File: config.mk
export PLATFORM = sky130hd
export DESIGN_NAME = snn_host_if
export DESIGN_NICKNAME = d
export VERILOG_FILES = /design/src/rtl/snn_pkg.sv /design/src/rtl/byte_unpacker.sv /design/src/rtl/snn_host_if.sv
export SDC_FILE = /design/constraint.sdc
export NUM_CORES = 1
export LEC_CHECK = 0
export ABC_AREA = 1
export CAP_MARGIN = 30
export CORE_MARGIN = 8
export CORE_UTILIZATION = 51
export DETAILED_ROUTE_END_ITERATION = 10
export GPL_ROUTABILITY_DRIVEN = 0
export GPL_TIMING_DRIVEN = 0
export MAX_ROUTING_LAYER = met4
export PLACE_DENSITY = 0.76
export SYNTH_ARGS = -nofsm -noshare
export SYNTH_HDL_FRONTEND = slang
export SYNTH_HIERARCHICAL = 1
export SYNTH_SLANG_ARGS = --single-unit
export TNS_END_PERCENT = 100
File: constraint.sdc
create_clock -name clk -period 2.1 [get_ports clk]
set_clock_uncertainty 0.05 [all_clocks]
set_input_delay 0.21 -clock clk [delete_from_list [all_inputs] [get_ports clk]]
set_output_delay 0.21 -clock clk [all_outputs]
set_load 0.02 [all_outputs]
File: src/rtl/snn_pkg.sv
// Shared definitions for the SNN host interface.
// Holds the controller state encoding, the ASCII codes used for the
// result line, and the digit-to-character mapping.
package snn_pkg;

    typedef enum logic [2:0] {
        S_IDLE,
        S_WAIT_BYTE,
        S_UNPACK,
        S_START,
        S_WAIT_CORE,
        S_TX_CHAR,
        S_TX_CR,
        S_TX_LF
    } state_e;

    localparam logic [7:0] ASCII_0  = 8'h30;
    localparam logic [7:0] ASCII_Q  = 8'h3F;
    localparam logic [7:0] ASCII_CR = 8'h0D;
    localparam logic [7:0] ASCII_LF = 8'h0A;

    // Decimal digits map to '0'..'9'; anything the core reports above 9
    // is not a valid class and is shown as '?'.
    function automatic logic [7:0] digit_char(input logic [7:0] digit);
        return (digit <= 8'd9) ? (ASCII_0 + digit) : ASCII_Q;
    endfunction

endpackage

File: src/rtl/byte_unpacker.sv
// Serialises one received byte, LSB first.
// Ports:
//   clk, rst_n  clock and asynchronous active-low reset
//   load_i      capture data_i and restart the bit count
//   data_i      byte to serialise
//   shift_i     advance to the next bit
//   bit_o       current bit (LSB of the shift register)
//   done_o      high while the eighth bit is presented
module byte_unpacker (
    input  logic       clk,
    input  logic       rst_n,
    input  logic       load_i,
    input  logic [7:0] data_i,
    input  logic       shift_i,
    output logic       bit_o,
    output logic       done_o
);

    logic [7:0] sr_q, sr_d;
    logic [2:0] cnt_q, cnt_d;

    always_comb begin
        sr_d  = sr_q;
        cnt_d = cnt_q;
        if (load_i) begin
            sr_d  = data_i;
            cnt_d = 3'd0;
        end else if (shift_i) begin
            sr_d  = {1'b0, sr_q[7:1]};
            cnt_d = cnt_q + 3'd1;
        end
    end

    always_ff @(posedge clk or negedge rst_n) begin
        if (!rst_n) begin
            sr_q  <= 8'h00;
            cnt_q <= 3'd0;
        end else begin
            sr_q  <= sr_d;
            cnt_q <= cnt_d;
        end
    end

    assign bit_o  = sr_q[0];
    assign done_o = (cnt_q == 3'd7);

endmodule

File: src/rtl/snn_host_if.sv
// Host-side controller for the SNN digit classifier.
// Receives a packed 1-bit-per-pixel image over a byte stream, unpacks it
// into the bit-addressed input memory, starts the core, and sends the
// result back as an ASCII character (optionally followed by CR LF).
// Ports:
//   clk, rst_n             clock and asynchronous active-low reset
//   rx_rdy, rx_data        received byte strobe and data
//   mem_we/addr/wdata      input-memory bit write
//   core_start             one-cycle start pulse to the core
//   core_done, core_digit  core result strobe and value
//   tx_start, tx_data      transmit request and byte (held until next request)
//   tx_rdy                 transmitter idle
//   led                    last result, zero-extended
//   busy                   high outside IDLE and WAIT_BYTE
//   frame_err              sticky timeout/overrun flag
module snn_host_if
    import snn_pkg::*;
#(
    parameter int IMG_BITS    = 784,
    parameter int TIMEOUT_CYC = 5_000_000,
    parameter int CRLF_EN     = 1,
    parameter int DIGIT_W     = 4
) (
    input  logic                        clk,
    input  logic                        rst_n,
    input  logic                        rx_rdy,
    input  logic [7:0]                  rx_data,
    output logic                        mem_we,
    output logic [$clog2(IMG_BITS)-1:0] mem_addr,
    output logic                        mem_wdata,
    output logic                        core_start,
    input  logic                        core_done,
    input  logic [DIGIT_W-1:0]          core_digit,
    output logic                        tx_start,
    output logic [7:0]                  tx_data,
    input  logic                        tx_rdy,
    output logic [7:0]                  led,
    output logic                        busy,
    output logic                        frame_err
);

    localparam int AW = $clog2(IMG_BITS);
    localparam int TW = $clog2(TIMEOUT_CYC + 1);
    localparam logic [AW-1:0] LAST_BIT = AW'(IMG_BITS - 1);
    localparam logic [TW-1:0] TMO_LAST = TW'(TIMEOUT_CYC - 1);

    state_e        state_q, state_d;
    logic [AW-1:0] bit_cnt_q, bit_cnt_d;
    logic [TW-1:0] tmo_q, tmo_d;
    logic [7:0]    led_q, led_d;
    logic [7:0]    tx_data_q, tx_data_d;
    logic          tx_start_q, tx_start_d;
    logic          frame_err_q, frame_err_d;

    logic unp_load, unp_shift, unp_bit, unp_done;

    byte_unpacker u_unpacker (
        .clk     (clk),
        .rst_n   (rst_n),
        .load_i  (unp_load),
        .data_i  (rx_data),
        .shift_i (unp_shift),
        .bit_o   (unp_bit),
        .done_o  (unp_done)
    );

    assign busy = !((state_q == S_IDLE) || (state_q == S_WAIT_BYTE));

    always_comb begin
        state_d     = state_q;
        bit_cnt_d   = bit_cnt_q;
        tmo_d       = '0;          // held at zero outside WAIT_BYTE
        led_d       = led_q;
        tx_data_d   = tx_data_q;
        tx_start_d  = 1'b0;
        frame_err_d = frame_err_q;
        unp_load    = 1'b0;
        unp_shift   = 1'b0;
        mem_we      = 1'b0;
        core_start  = 1'b0;

        case (state_q)
            S_IDLE: begin
                if (rx_rdy) begin
                    unp_load    = 1'b1;
                    frame_err_d = 1'b0;  // first byte of a new frame
                    state_d     = S_UNPACK;
                end
            end
            S_WAIT_BYTE: begin
                // Expiry is checked before rx_rdy so a byte arriving on the
                // expiry cycle is dropped.
                if (tmo_q == TMO_LAST) begin
                    frame_err_d = 1'b1;
                    bit_cnt_d   = '0;
                    state_d     = S_IDLE;
                end else if (rx_rdy) begin
                    unp_load = 1'b1;
                    state_d  = S_UNPACK;
                end else begin
                    tmo_d = tmo_q + 1'b1;
                end
            end
            S_UNPACK: begin
                mem_we    = 1'b1;
                unp_shift = 1'b1;
                // Stopping at the last image bit leaves the padding bits of
                // the final byte unwritten.
                if (bit_cnt_q == LAST_BIT) begin
                    state_d = S_START;
                end else begin
                    bit_cnt_d = bit_cnt_q + 1'b1;
                    if (unp_done) state_d = S_WAIT_BYTE;
                end
            end
            S_START: begin
                core_start = 1'b1;
                bit_cnt_d  = '0;
                state_d    = S_WAIT_CORE;
            end
            S_WAIT_CORE: begin
                if (core_done) begin
                    led_d   = 8'(core_digit);
                    state_d = S_TX_CHAR;
                end
            end
            // tx_rdy is ignored while the previous request is still on the
            // wire, since the transmitter has not yet had a chance to drop it.
            S_TX_CHAR: begin
                if (tx_rdy && !tx_start_q) begin
                    tx_start_d = 1'b1;
                    tx_data_d  = digit_char(led_q);
                    state_d    = (CRLF_EN != 0) ? S_TX_CR : S_IDLE;
                end
            end
            S_TX_CR: begin
                if (tx_rdy && !tx_start_q) begin
                    tx_start_d = 1'b1;
                    tx_data_d  = ASCII_CR;
                    state_d    = S_TX_LF;
                end
            end
            S_TX_LF: begin
                if (tx_rdy && !tx_start_q) begin
                    tx_start_d = 1'b1;
                    tx_data_d  = ASCII_LF;
                    state_d    = S_IDLE;
                end
            end
            default: state_d = S_IDLE;
        endcase

        // Overrun: the byte was never loaded above, only flag it.
        if (busy && rx_rdy) frame_err_d = 1'b1;
    end

    always_ff @(posedge clk or negedge rst_n) begin
        if (!rst_n) begin
            state_q     <= S_IDLE;
            bit_cnt_q   <= '0;
            tmo_q       <= '0;
            led_q       <= 8'h00;
            tx_data_q   <= 8'h00;
            tx_start_q  <= 1'b0;
            frame_err_q <= 1'b0;
        end else begin
            state_q     <= state_d;
            bit_cnt_q   <= bit_cnt_d;
            tmo_q       <= tmo_d;
            led_q       <= led_d;
            tx_data_q   <= tx_data_d;
            tx_start_q  <= tx_start_d;
            frame_err_q <= frame_err_d;
        end
    end

    assign mem_addr  = bit_cnt_q;
    assign mem_wdata = unp_bit;
    assign tx_start  = tx_start_q;
    assign tx_data   = tx_data_q;
    assign led       = led_q;
    assign frame_err = frame_err_q;

endmodule

Word-level counts from Yosys, hierarchy flattened
Cells that the tools add are included.
- bits in registers: 61
- logic and storage cells: 84
- input port bits: 17
- output and inout bits: 32
- equal/unequal tests: 19
- multiplexer cells: 35
- add/sub/neg operators: 4
- reduce and logical (&&, ||, !) cells: 16
- order comparisons: 1
- operator list (cell ; number):
    $mux W23 ; 3
    $mux W8 ; 5
    $mux W3 ; 10
    $pmux W10 S3 ; 1
    $pmux W3 S8 ; 1
    $pmux W8 S3 ; 1
    $add A23 B1 Y23 const B ; 1
    $eq A23 B23 Y1 const B ; 1
    $mux W10 ; 2
    $eq A3 B3 Y1 const B ; 5
    $add A10 B1 Y10 const B ; 1
    $eq A10 B10 Y1 const B ; 1
    $ne A2 B2 Y1 const B ; 5
    $mux W1 ; 9
    $reduce_bool A3 Y1 ; 3
    $add A6 B4 Y7 const A ; 1
    $mux W7 ; 1
    $eq A3 B2 Y1 const B ; 2
    $ne A3 B2 Y1 const B ; 2
    $reduce_and A3 Y1 ; 2
    $reduce_and A5 Y1 ; 1
    $le A4 B4 Y1 const B ; 1
    $pmux W1 S2 ; 2
    $reduce_and A4 Y1 ; 1
    other kinds (11) ; 13

Logic depth before layout (Yosys ltp)
Gate-level depths: netlist of the first run.
- word-level depth: 6
- depth in mapped cells: 12
- mapped depth without buffers: 10

Modules after synthesis
Netlist of the first run, hierarchy kept.
- by module, submodules not included (module ; area an instance (µm²) ; seq. area each (µm²) ; times used ; cells each):
    snn_host_if ; 2731.4 ; 1176.1 ; 1 ; 358
    byte_unpacker ; 516.7 ; 275.3 ; 1 ; 58

Least setup slack after synthesis of the first run
OpenSTA, ideal clock, no wires.
- path type: reg2reg
- from: reg tmo_q[0]
- to: reg u_unpacker.sr_q[0]
- clock period less this slack: 1713 ps
- data arrival time: 1595 ps
- buffers on the path: 2
- slack: 387 ps
- required time: 1982 ps
- setup time: 68 ps
- stages on the path, launching flop included: 12
- path through: dfrtp_1 -> ha_1 -> nand3_2 -> nor2_2 -> nand3_2 -> nand3_1 -> nand2_1 -> buf_6 -> nor2_4 -> buf_6 -> nand2_1 -> nand3_1
- cells in the longest elaborated chain, start to end: 4
- elaborated cells between the ends (all ways): 5
- classes of those cells: eq/ne: 1; mux: 3; reduce/logical: 1
- ends and longest elaborated chain (item ; RTL line ; RTL):
    start, declared ; snn_host_if.sv:49 ; logic [TW-1:0] tmo_q, tmo_d;
    start signal, assigned ; snn_host_if.sv:169 ; tmo_q <= tmo_d;
    $eq A23 B23 Y1 * ; snn_host_if.sv:93 ; if (tmo_q == TMO_LAST) begin
    $mux W1 * ; snn_host_if.sv:93 ;
    $pmux W1 S2 * ; snn_host_if.sv:82 ; case (state_q)
    named net unp_load ; snn_host_if.sv:55 ; logic unp_load, unp_shift, unp_bit, unp_done;
    $mux W8 / $reduce_bool A2 Y1 (equally long branches) ; - ;
    end signal, assigned ; byte_unpacker.sv:39 ; sr_q <= sr_d;
    end, declared ; byte_unpacker.sv:19 ; logic [7:0] sr_q, sr_d;
The timed path passes the listed nets; every way through them passes the cells marked *.
A chain may end at the register's enable or synchronous reset.

Worst setup path after layout of the first run
- from: reg state_q[2]
- to: out mem_we
- cells in the longest elaborated chain, start to end: 2
- ends and longest elaborated chain (item ; RTL line ; RTL):
    start, declared ; snn_host_if.sv:47 ; state_e state_q, state_d;
    start signal, assigned ; snn_host_if.sv:167 ; state_q <= state_d;
    $eq A3 B2 Y1 ; snn_host_if.sv:82 ;
    $mux W1 ; snn_host_if.sv:82 ;
    end, declared ; snn_host_if.sv:28 ; output logic mem_we,
Every way passes these cells.

==> results of run 1 <==
routing by layer:
metal | GRT usage (%) | routed length [µm]
met2 | 28.3 | 3650
met5 | - | 0
met4 | 7.04 | 106
met1 | 21.6 | 3320
met3 | 4.52 | 287
metrics by stage:
stage | area [µm²] | worst slack [ns] | TNS, ns | hold WS (ns)
after detailed placement | 3800 | 0.0284 | 0 | 0.181
final | 4040 | 0.130 | 0 | 0.354
after CTS | 4010 | 0.0334 | 0 | 0.361
after global routing | 4040 | 0.0298 | 0 | 0.406
after floorplan | 3270 | 0.387 | 0 | -0.136
after global placement | 3780 | -1.11 | -64.03 | 0.407
power groups by stage:
stage | registers [W] | logic (W) | clock network [W]
floorplan | 0.00166 | 0.00104 | 0
global placement | 0.00155 | 0.00173 | 0
detailed placement | 0.00156 | 0.00179 | 0
CTS | 0.00154 | 0.00179 | 0.00109
global route | 0.00157 | 0.00200 | 0.00113
finish | 0.00154 | 0.00180 | 0.00107
what timing repair did:
| action | in CTS | in global routing |
|---|---|---|
| endpoints found under the hold margin | 23 | 0 |
| setup buffers | 0 | 2 |
| resized for setup | 3 | 3 |
| endpoints found under the setup margin | 2 | 12 |
| cloned | 0 | 0 |
| hold buffers | 1 | 0 |
cell usage in the layout, fill, tap and decap left out, types with 3 or more instances in the layout:
| cell type | n |
|---|---|
| buf_4 | 10 |
| nor2_4 | 3 |
| inv_1 | 30 |
| a21oi_1 | 5 |
| buf_6 | 3 |
| buf_2 | 3 |
| xor2_1 | 11 |
| dfrtp_1 | 57 |
| ha_1 | 3 |
| nor3_1 | 9 |
| nand3_2 | 3 |
| mux2_2 | 3 |
| clkbuf_8 | 12 |
| o21ai_0 | 12 |
| nand3_1 | 38 |
| nand4_1 | 6 |
| nor2_2 | 4 |
| nand2_1 | 105 |
| conb_1 | 6 |
| inv_2 | 4 |
| or2_2 | 3 |
| o21ai_1 | 4 |
| o21ai_2 | 4 |
| clkdlybuf4s50_1 | 39 |
| nor2_1 | 75 |
area by class of cell:
| class | count | area [µm²] | share of cell area (%) |
|---|---|---|---|
| Clock inverter | 2 | 35.0 | 0.867 |
| Tap cell | 77 | 96.3 | 2.38 |
| Timing Repair Buffer | 46 | 458 | 11.3 |
| Multi-Input combinational cell | 314 | 1580 | 39.0 |
| Clock buffer | 13 | 169 | 4.18 |
| Sequential cell | 58 | 1450 | 36.0 |
| Inverter | 35 | 135 | 3.34 |
| Buffer | 14 | 119 | 2.94 |
registers in the layout, summed over array words and instances, names as in the netlist, 3 cells and up:
name	flops
u_unpacker/sr_q	8
tx_data	5
mem_addr	10
u_unpacker/cnt_q	3
led	4
state_q	3
tmo_q	23
worst paths after layout:
check | cells after the start | from | slack (ns) | end
setup / recovery | 5 | state_q[2] | 0.13 | mem_we
hold / removal | 2 | rst_n | 0.35 | tmo_q[8]
setup reg to reg | 11 | tmo_q[0] | 0.14 | u_unpacker/sr_q[5]
hold reg to reg | 2 | u_unpacker/sr_q[0] | 0.43 | u_unpacker/sr_q[0]
max in group asynchronous | 3 | rst_n | 1.06 | mem_addr[3]
min in group clk | 3 | rx_data[7] | 0.38 | u_unpacker/sr_q[7]
kinds of logic after synthesis:
logic type,count (synthesis)
buffers and inverters,49
AND/OR/NAND/NOR,256
multiplexers,3
adder cells (fa/ha/maj),4
flip-flops,58
other,1
AO/OA/AOI/OAI,32
XOR/XNOR,13
Yosys cell counts:
| cell | n |
|---|---|
| or2_2 | 3 |
| a21oi_1 | 5 |
| nand3_2 | 4 |
| nor3_1 | 9 |
| mux2_2 | 3 |
| nor2_2 | 4 |
| nand3b_1 | 1 |
| o21bai_1 | 1 |
| conb_1 | 1 |
| buf_8 | 1 |
| nand2_1 | 105 |
| xor2_1 | 11 |
| o32a_1 | 1 |
| nor4_1 | 1 |
| dfrtp_1 | 58 |
| o21ai_1 | 4 |
| a31oi_1 | 2 |
| nand2_4 | 1 |
| nor2_1 | 75 |
| ha_1 | 4 |
| o21ai_0 | 12 |
| inv_2 | 4 |
| o21ai_2 | 4 |
| nor2_4 | 3 |
| o21a_1 | 1 |
| buf_2 | 2 |
| nand4_1 | 6 |
| buf_4 | 8 |
| nand2_2 | 2 |
| inv_1 | 31 |
| nor3_2 | 1 |
| nand4_2 | 1 |
| nor3b_2 | 2 |
| nand3_1 | 38 |
| a21o_1 | 1 |
| buf_6 | 3 |
| xnor2_1 | 2 |
| a31o_2 | 1 |
==> summary.md, run 1 <==
| Metric | Value |
|---|---|
| Clock Pin Slew Worst Setup and Hold Paths | 0.06 ns |
| Crit path arrival time | 1.71 ns |
| Die Width | 95.8 µm |
| Crit path launch type | flop |
| Combinational power share | 40.8% |
| Fin util | 64.7% |
| Combinational family with the most area after synthesis | simple AND/OR/NAND/NOR gates |
| Drt first pass iters | 4 |
| Int Pwr | 0.00273 W |
| Core area | 0.00624 mm² |
| Row count | 29 |
| Kind of critical path | flop to output port |
| Fin nets | 499 |
| # clock sinks | 58 |
| Mapped Cells | 416 |
| Initial antenna violation count | 0 |
| Worst Path Buf+Inv | 4 |
| Total of max-cap violations | 0 |
| Largest net degree at the start of global routing | 36 |
| Xor and xnor fraction of the mapped netlist area | 3.51% |
| Post-synthesis cell type count | 38 |
| Post-route DRC | 0 |
| WP data required | 1.84 ns |
| Vias | 2871 |
| CTS Buffer Depth | 2 |
| Seq pwr share | 35.0% |
| Post-synthesis mux area share | 1.04% |
| Placed Cells | 541 |
| H-tree Lvls | 3 |
| Syn avg cell area | 7.81 µm² |
| Run status | complete, no violations |
| Seq/Total Area, Yosys | 44.7% |
| Clock network power share | 24.2% |
| Area contributors post-synth | dfrtp_1 45%, nand2_1 12%, nor2_1 8.7%, nand3_1 5.9%, inv_1 3.6% |
| Compound-gate portion of the synthesized area | 5.97% |
| Setup-failing EPs final | 0 |
| Crit path max-delay family | buffers and inverters |
| Die area | 0.00918 mm² |
| Root Buffer | clkbuf_8 |
| Crit path max fanout | 8 |
| Fraction of layout cells with a size suffix above 1 | 14.1% |
| First-pass GRT wire length | 12700 µm |
| Yosys top cell area share | 44.7% |
| CP endpoint kind | output port |
| Pwr dens | 1090 mW/mm² |
| Max stage delay on crit path | 0.36 ns |
| Switching share of power | 38.0% |
| Layout Cells excl Fill | 559 |
| Synth Area in Adders | 1.54% |
| CTS Buf Count | 9 |
| Worst slew pin tran | 0.560 ns |
| Maximum vdd drop | 0.885 mV |
| Wire per inst | 13.2 µm |
| TritonCTS clock tree | yes |
| Final worst-path cycle share | 93.8% |
| Remaining antenna violation count | 0 |
| Final Hold Fails | 0 |
| NetSw | 0.00167 W |
| Critical-path top delay cell | dfrtp_1 |
| Synth Area in Simple Gates | 35.4% |
| Vias in the first global route | 2821 |
| Crit path time final | 1.97 ns |
| Final antenna diode count | 0 |
| Min-delay worst type | input pin to async pin |
| Crit-path cells | buf_2, inv_1, nand3_2, clkinvlp_4, dlygate4sd2_1 |
| GRT Total Usage | 17.9% |
| GR Overflow Total | 0 |
| FMAX | 507 MHz |
| IO buf count | 42 |
| Synth warn | 6 |
| Leakage power | 1.78 nW |
| RSZ-0062 raised after global routing | no |
| Initial DRC count | 126 |
| Via/cell ratio | 5.14 |
| Filler Cell Count | 562 |
| DP Wirelength | 5500 µm |
| Synthesis-to-layout area growth | 24.4% |
| Initial Utilization | 52.0% |
| Final wirelength | 7370 µm |
| Design Power | 0.00441 W |
| Flops & latches, synth | 58 |
| Slew Viols, Final | 0 |
| IO Pins | 49 |
| Post-Synthesis Cell Area | 0.00325 mm² |
| Worst skew pair latency | 0.34 ns |
| Synth area leader | dfrtp_1 |
| Slew headroom | 62.7% |
| Die height | 95.8 µm |
No activity file was read; power rests on OpenSTA's default activity.
==> run 2: changes to the inputs <==
--- a/config.mk
+++ b/config.mk
@@ -12,7 +12,6 @@
 export DETAILED_ROUTE_END_ITERATION = 10
 export GPL_ROUTABILITY_DRIVEN = 0
 export GPL_TIMING_DRIVEN = 0
-export MAX_ROUTING_LAYER = met4
 export PLACE_DENSITY = 0.76
 export SYNTH_ARGS = -nofsm -noshare
 export SYNTH_HDL_FRONTEND = slang
==> run 2 against run 1 <==
Non-clock buffer count stayed put. Hold slack barely moved. Largest power group unchanged. Fmax rose by 0.11%. Clock power is essentially flat. Sequential power about the same. Critical endpoint unchanged. Wire length about the same. Count of clock-buffer cells in the layout is the same.
==> summary.md, run 2 (synthesis results as in run 1) <==
| Metric | Value |
|---|---|
| Max stage delay on crit path | 0.36 ns (about the same) |
| Vias in the first global route | 2822 (was 2821) |
| First-pass GRT wire length | 12700 µm (about the same) |
| IO Pins | 49 (unchanged) |
| Largest net degree at the start of global routing | 36 (unchanged) |
| NetSw | 0.00167 W (about the same) |
| Initial DRC count | 123 (was 126) |
| GR Overflow Total | 0 (unchanged) |
| Root Buffer | clkbuf_8 (unchanged) |
| Crit path time final | 1.97 ns (about the same) |
| H-tree Lvls | 3 (unchanged) |
| Die Width | 95.8 µm (unchanged) |
| Most common cell after layout, fill and taps aside | nand2_1 (unchanged) |
| Setup-failing EPs final | 0 (unchanged) |
| WP data required | 1.84 ns (about the same) |
| Final wirelength | 7370 µm (about the same) |
| Slew Viols, Final | 0 (unchanged) |
| Filler Cell Count | 562 (unchanged) |
| Remaining antenna violation count | 0 (unchanged) |
| Die height | 95.8 µm (unchanged) |
| Post-route DRC | 0 (unchanged) |
| Core area | 0.00624 mm² (unchanged) |
| Wire per inst | 13.2 µm (about the same) |
| Initial antenna violation count | 0 (unchanged) |
| Crit path arrival time | 1.71 ns (about the same) |
| Crit-path cells | buf_2, inv_1, nand3_2, clkinvlp_4, dlygate4sd2_1 (unchanged) |
| Seq pwr share | 35.0% (about the same) |
| Via/cell ratio | 5.13 (was 5.14) |
| Synthesis-to-layout area growth | 24.4% (unchanged) |
| # clock sinks | 58 (unchanged) |
| CTS Buffer Depth | 2 (unchanged) |
| DP Wirelength | 5500 µm (unchanged) |
| Maximum vdd drop | 0.885 mV (about the same) |
| GRT Total Usage | 17.4% (was 17.9%) |
| Clock network power share | 24.2% (about the same) |
| Kind of critical path | flop to output port (unchanged) |
| FMAX | 508 MHz (was 507 MHz) |
| Critical-path top delay cell | dfrtp_1 (unchanged) |
| Initial Utilization | 52.0% (unchanged) |
| Crit path launch type | flop (unchanged) |
| Total of max-cap violations | 0 (unchanged) |
| Slew headroom | 62.7% (about the same) |
| Worst slew pin tran | 0.559 ns (was 0.560 ns) |
| Placed Cells | 541 (unchanged) |
| Most frequent cells in the layout | 105 x nand2_1, 75 x nor2_1, 57 x dfrtp_1, 39 x clkdlybuf4s50_1, 38 x nand3_1 (unchanged) |
| Final worst-path cycle share | 93.7% (was 93.8%) |
| Leakage power | 1.78 nW (unchanged) |
| Worst skew pair latency | 0.34 ns (about the same) |
| IO buf count | 42 (unchanged) |
| Setup_tns | 0 ns (unchanged) |
| Row count | 29 (unchanged) |
| Max reg flops | 23 (unchanged) |
| Crit path max-delay family | buffers and inverters (unchanged) |
| Vias | 2870 (was 2871) |
| CTS Buf Count | 9 (unchanged) |
| Combinational power share | 40.8% (about the same) |
| Final antenna diode count | 0 (unchanged) |
| Switching share of power | 37.9% (was 38.0%) |
| Fin nets | 499 (unchanged) |
| Run status | complete, no violations (unchanged) |
| Fraction of layout cells with a size suffix above 1 | 14.1% (unchanged) |
| Drt first pass iters | 4 (unchanged) |
| Clock Pin Slew Worst Setup and Hold Paths | 0.06 ns (about the same) |
| Die area | 0.00918 mm² (unchanged) |
| Crit path max fanout | 8 (unchanged) |
| Layout Cells excl Fill | 559 (unchanged) |
| Pwr dens | 1090 mW/mm² (about the same) |
| Min-delay worst type | input pin to async pin (unchanged) |
| Design Power | 0.00440 W (was 0.00441 W) |
| CP endpoint kind | output port (unchanged) |
| Largest Register | tmo_q (unchanged) |
| Int Pwr | 0.00273 W (about the same) |
| TritonCTS clock tree | yes (unchanged) |
| Final Hold Fails | 0 (unchanged) |
| RSZ-0062 raised after global routing | no (unchanged) |
| Worst Path Buf+Inv | 4 (unchanged) |
[run 2: area by class of cell]
type                       count  area [µm²]  area share [%]
timing repair buffer          46         458            11.3
clock inverter                 2        35.0           0.867
sequential                    58        1450            36.0
clock buffer                  13         169            4.18
multi-input combinational    314        1580            39.0
buffer                        14         119            2.94
inverter                      35         135            3.34
tap                           77        96.3            2.38
[run 2: power by group through the flow]
| stage | combinational, W | clock (W) | sequential [W] |
|---|---|---|---|
| after floorplan | 0.00104 | 0 | 0.00166 |
| after global placement | 0.00173 | 0 | 0.00155 |
| after detailed placement | 0.00179 | 0 | 0.00156 |
| after CTS | 0.00179 | 0.00109 | 0.00154 |
| after global routing | 0.00200 | 0.00113 | 0.00157 |
| final | 0.00180 | 0.00107 | 0.00154 |
[run 2: worst paths after layout]
check / slack (ns) / cells past startpoint / to / start
min in group clk: 0.38 / 3 / u_unpacker/sr_q[7] / rx_data[7]
hold reg to reg: 0.43 / 2 / u_unpacker/sr_q[0] / u_unpacker/sr_q[0]
max in group asynchronous: 1.06 / 3 / mem_addr[3] / rst_n
hold / removal: 0.35 / 2 / tmo_q[8] / rst_n
setup / recovery: 0.13 / 5 / mem_we / state_q[2]
setup reg to reg: 0.14 / 11 / u_unpacker/sr_q[5] / tmo_q[0]
[run 2: routing by layer]
metal	GRT usage (%)	routed length, µm	part of all wire [%]	vias up
li1	-	-	-	1447
met1	20.7	3180	43	1356
met2	28.3	3660	50	58
met3	5.85	425	5.8	9
met4	7.04	104	1.4	0
met5	0	0	0	-
[run 2: metrics by stage]
step                      hold WS, ns  utilization, %  instance area [µm²]  worst slack [ns]
after floorplan                -0.136               -                 3270             0.387
after global routing            0.406            64.7                 4040            0.0298
final                           0.354            64.7                 4040             0.132
after CTS                       0.361            64.3                 4010            0.0334
after detailed placement        0.181            60.9                 3800            0.0284
after global placement          0.407            60.6                 3780             -1.11
[run 2: repair_timing]
item | in CTS | in global routing
resized for setup | 3 | 3
setup endpoints to repair | 2 | 12
hold buffers | 1 | 0
hold endpoints to repair | 23 | 0
setup buffers | 0 | 2
==> run 3: changes to the inputs <==
--- a/config.mk
+++ b/config.mk
@@ -17,4 +17,4 @@
 export SYNTH_HDL_FRONTEND = slang
 export SYNTH_HIERARCHICAL = 1
 export SYNTH_SLANG_ARGS = --single-unit
-export TNS_END_PERCENT = 100
+export TNS_END_PERCENT = 30
==> results of run 3 <==
No change in the layout: final DEF, timing and power equal those of run 2.
